$ cat config.mk
export PLATFORM = sky130hd
export DESIGN_NAME = hazard_pipe
export DESIGN_NICKNAME = d
export VERILOG_FILES = /design/src/rtl/hazard_pipe.sv
export SDC_FILE = /design/constraint.sdc
export NUM_CORES = 1
export LEC_CHECK = 0
export CORE_UTILIZATION = 45
export DETAILED_ROUTE_END_ITERATION = 8
export PLACE_DENSITY = 0.8
export SLEW_MARGIN = 20
export SYNTH_ARGS = -nofsm -noshare
export SYNTH_HDL_FRONTEND = slang
export SYNTH_SLANG_ARGS = --single-unit
$ cat constraint.sdc
create_clock -name clk -period 2.7 [get_ports clk]
set_input_delay 0.675 -clock clk [delete_from_list [all_inputs] [get_ports clk]]
set_output_delay 0.675 -clock clk [all_outputs]
set_load 0.01 [all_outputs]
$ cat src/rtl/hazard_pipe.sv
// hazard_pipe: load-use stall/flush control with pipelined register addresses for forwarding.
module hazard_pipe #(
  parameter int STALL_CNT_W = 16
) (
  input  logic                   clk,
  input  logic                   rst,
  input  logic [4:0]             Rs1D,
  input  logic [4:0]             Rs2D,
  input  logic [4:0]             RdD,
  input  logic                   RegWriteD,
  input  logic                   MemReadD,
  input  logic                   PCSrcE,
  output logic [4:0]             Rs1E,
  output logic [4:0]             Rs2E,
  output logic [4:0]             RdE,
  output logic [4:0]             RdM,
  output logic [4:0]             RdW,
  output logic                   RegWriteE,
  output logic                   RegWriteM,
  output logic                   RegWriteW,
  output logic                   MemReadE,
  output logic                   StallF,
  output logic                   StallD,
  output logic                   FlushD,
  output logic                   FlushE,
  output logic [STALL_CNT_W-1:0] stall_cnt
);
  logic lwStall;
  always_comb begin
    lwStall = MemReadE & (RdE != 5'd0) & ((Rs1D == RdE) | (Rs2D == RdE));
    StallF  = lwStall & ~PCSrcE;
    StallD  = lwStall & ~PCSrcE;
    FlushD  = PCSrcE;
    FlushE  = lwStall | PCSrcE;
  end
  // A flushed D->E load becomes a bubble that then drains through M and W.
  always_ff @(posedge clk) begin
    if (rst) begin
      Rs1E      <= '0;
      Rs2E      <= '0;
      RdE       <= '0;
      RegWriteE <= 1'b0;
      MemReadE  <= 1'b0;
      RdM       <= '0;
      RegWriteM <= 1'b0;
      RdW       <= '0;
      RegWriteW <= 1'b0;
      stall_cnt <= '0;
    end else begin
      Rs1E      <= FlushE ? 5'd0 : Rs1D;
      Rs2E      <= FlushE ? 5'd0 : Rs2D;
      RdE       <= FlushE ? 5'd0 : RdD;
      RegWriteE <= FlushE ? 1'b0 : RegWriteD;
      MemReadE  <= FlushE ? 1'b0 : MemReadD;
      RdM       <= RdE;
      RegWriteM <= RegWriteE;
      RdW       <= RdM;
      RegWriteW <= RegWriteM;
      if (StallD && !(&stall_cnt)) stall_cnt <= stall_cnt + 1'b1;
    end
  end
endmodule

==> out/summary.txt <==
detailed placer's ending HPWL: 3290 um
Slew HR: 60.3%
share of the synthesized area in the top cell type: 45.7%
largest net degree at the start of global routing: 23
H-tree levels: 2
ANT nets after route: 0
Die ar.: 4650 um2
Die Span X: 68.2 um
clock network fraction of total power: 32.8%
min-delay worst type: flip-flop to flip-flop
maximum VDD drop: 0.348 mV
Setup Skew: 6.18 ps
global-route wire length before repair: 7130 um
Cell Count, Final, Fillers Out: 319
gr usage total: 21.0%
CP delay by family, top: buffers and inverters
final hold violations: 0
CTS tree: built
Clock Sinks: 45
nets: 289
overall power: 1230 uW
Crit. End Element: primary output
initial antenna violation count: 0
worst-skew pair later-pin latency: 300 ps
Die H: 68.2 um
Crit Path Max Fanout: 2
Crit path largest cell delay: 490 ps
WP buf/inv: 2
Area contributors post-synth: dfxtp_1 46%, nor2b_1 6.0%, and2_1 5.4%
CP arrival: 1940 ps
RD Place Congestion: 0.823
status: completed
design internal power: 940 uW
Util after Layout: 67.6%
Net Sw Frac: 23.8%
CP required: 2030 ps
number of synthesized register bits: 45
Initial Util: 47.9%
vias in the first global route: 1,478
Ports: 69
total wire length: 4440 um
sequential power share: 55.6%
placed cell count: 311
cell count after synthesis: 198
Ys Warns: 0
DRT Pass-1 Iters: 4
DR WL/cell: 13.9 um
DRC violations left: 0
most common cell after layout, fill and taps aside: clkdlybuf4s50_1
Synth cell types: 47
Slew Limit Fails: 0
RSZ-0062 raised after global routing: no
Leak: 0.000956 uW
post-route cell area: 2780 um2
share of cells above drive strength 1: 13.4%
core area: 4120 um2
critical path class: primary input to primary output
clk slew on worst S/H paths: 80 ps
Sum Neg Setup Slack: 0 ps
Final Cycle Share: 96.8%
Setup crit start kind: primary input
Final Critical Period: 2610 ps
# Max-Cap Violations: 0
Power Dens Cells: 443 nW/um2
Critical Path Slowest Stage Cell: clkdlybuf4s50_1
Vias/cell: 5.18
EDFF count, synth: 0
CTS root buffer: clkbuf_8
Yosys top cell by area: dfxtp_1
switching power: 294 uW
area delta synth->final: 41.0%
sequential share of the synthesized area: 45.7%
worst reg-to-reg setup slack: 490 ps
syn_nets: 219
CTS buffer count: 5
worst slew pin tran: 593 ps
mapped cell area: 1970 um2
FFs w/ async S/R, synth: 0%
final setup fails: 0
most frequent cells in the layout: 65 x clkdlybuf4s50_1, 45 x dfxtp_1, 19 x nor2b_1, 17 x and2_1, 12 x nor2_1
CTS Buffer Depth: 2
gr ovfl total: 0
Post-DP Area: 2700 um2
# rows: 23
crit path cell chain: clkdlybuf4s50_1 -> xnor2_1 -> nand3_1 -> o22a_1 -> nor3_2 -> buf_2
diode count: 0
Top FF cell, synth: dfxtp_1
Vias: 1,652
Iteration-0 DRC Markers: 73
Logic pwr share: 11.6%
I/O Buffers: 68
fmax: 383 MHz
Mean Syn Cell Area: 9.97 um2
## registers in the layout, indices dropped and copies added (netlist names)
| register | cells |
|---|---|
| MemReadE | 1 |
| stall_cnt | 16 |
| Rs2E | 5 |
| RegWriteM | 1 |
| RdM | 5 |
| RegWriteE | 1 |
| RegWriteW | 1 |
| RdE | 5 |
| RdW | 5 |
| Rs1E | 5 |
## layer usage
layer | up-vias | global-route usage [%] | routed length, um
met1 | 753 | 27.0 | 2070
li1 | 840 | - | -
met4 | 0 | 8.33 | 63
met5 | - | 0 | 0
met2 | 54 | 33.0 | 2040
met3 | 5 | 5.50 | 265
## power by group through the flow
| stage | combinational [uW] | sequential [uW] | clock (uW) |
|---|---|---|---|
| after detailed placement | 142 | 702 | 0 |
| after CTS | 144 | 686 | 418 |
| after floorplan | 60.1 | 708 | 0 |
| final | 142 | 686 | 405 |
| after global placement | 141 | 702 | 0 |
| after global routing | 154 | 688 | 448 |
## cell type report
class / instances / area, um2
fillers: 355 / 1330
multi-input cells: 139 / 1000
well taps: 50 / 62.6
flip-flops and latches: 45 / 901
clock buffers: 6 / 72.6
clock inverters: 2 / 15.0
repair buffers: 75 / 718
inverters: 2 / 7.51
## timing repair
item	in CTS	in global routing
buffers inserted	0	0
pin swaps	1	4
setup endpoints to repair	3	3
hold buffers	0	0
gates resized for setup	12	1
## worst paths after layout
| kind | from | cells after the start | endpoint |
|---|---|---|---|
| min | RdM[4]$_SDFF_PP0_ | 1 | RdW[4]$_SDFF_PP0_ |
| min reg2reg | RdM[4]$_SDFF_PP0_ | 1 | RdW[4]$_SDFF_PP0_ |
| max | Rs2D[4] | 6 | StallF |
| max reg2reg | stall_cnt[0]$_SDFFE_PP0P_ | 6 | stall_cnt[5]$_SDFFE_PP0P_ |
## stage by stage
stage | setup slack (ps) | hold slack [ps]
after floorplan | 136 | 492
after CTS | 16.3 | 469
after global routing | 16.0 | 483
after detailed placement | -411 | 453
after global placement | -384 | 455
final | 87.4 | 465
## synthesized netlist by cell type (all sizes together) (6+ instances only)
library cell and count:
or4 7, mux2 8, nor4 6, a21oi 6, dfxtp 45, nor2b 19, nor3 9, buf 7
nand3 9, and2 17, nor2 12, xnor2 10
## cell families (layout without fill, tap and decap cells)
family / after synthesis / after routing / synth area share (%)
fa+ha+maj: 1 / 1 / 0.634
compound gates: 20 / 20 / 7.67
xor+xnor: 10 / 10 / 4.44
buf+inv: 14 / 85 / 3.99
simple gates: 99 / 99 / 31.6
mux: 9 / 9 / 6.02
flops: 45 / 45 / 45.7
Power figures use the tool's default switching activity.
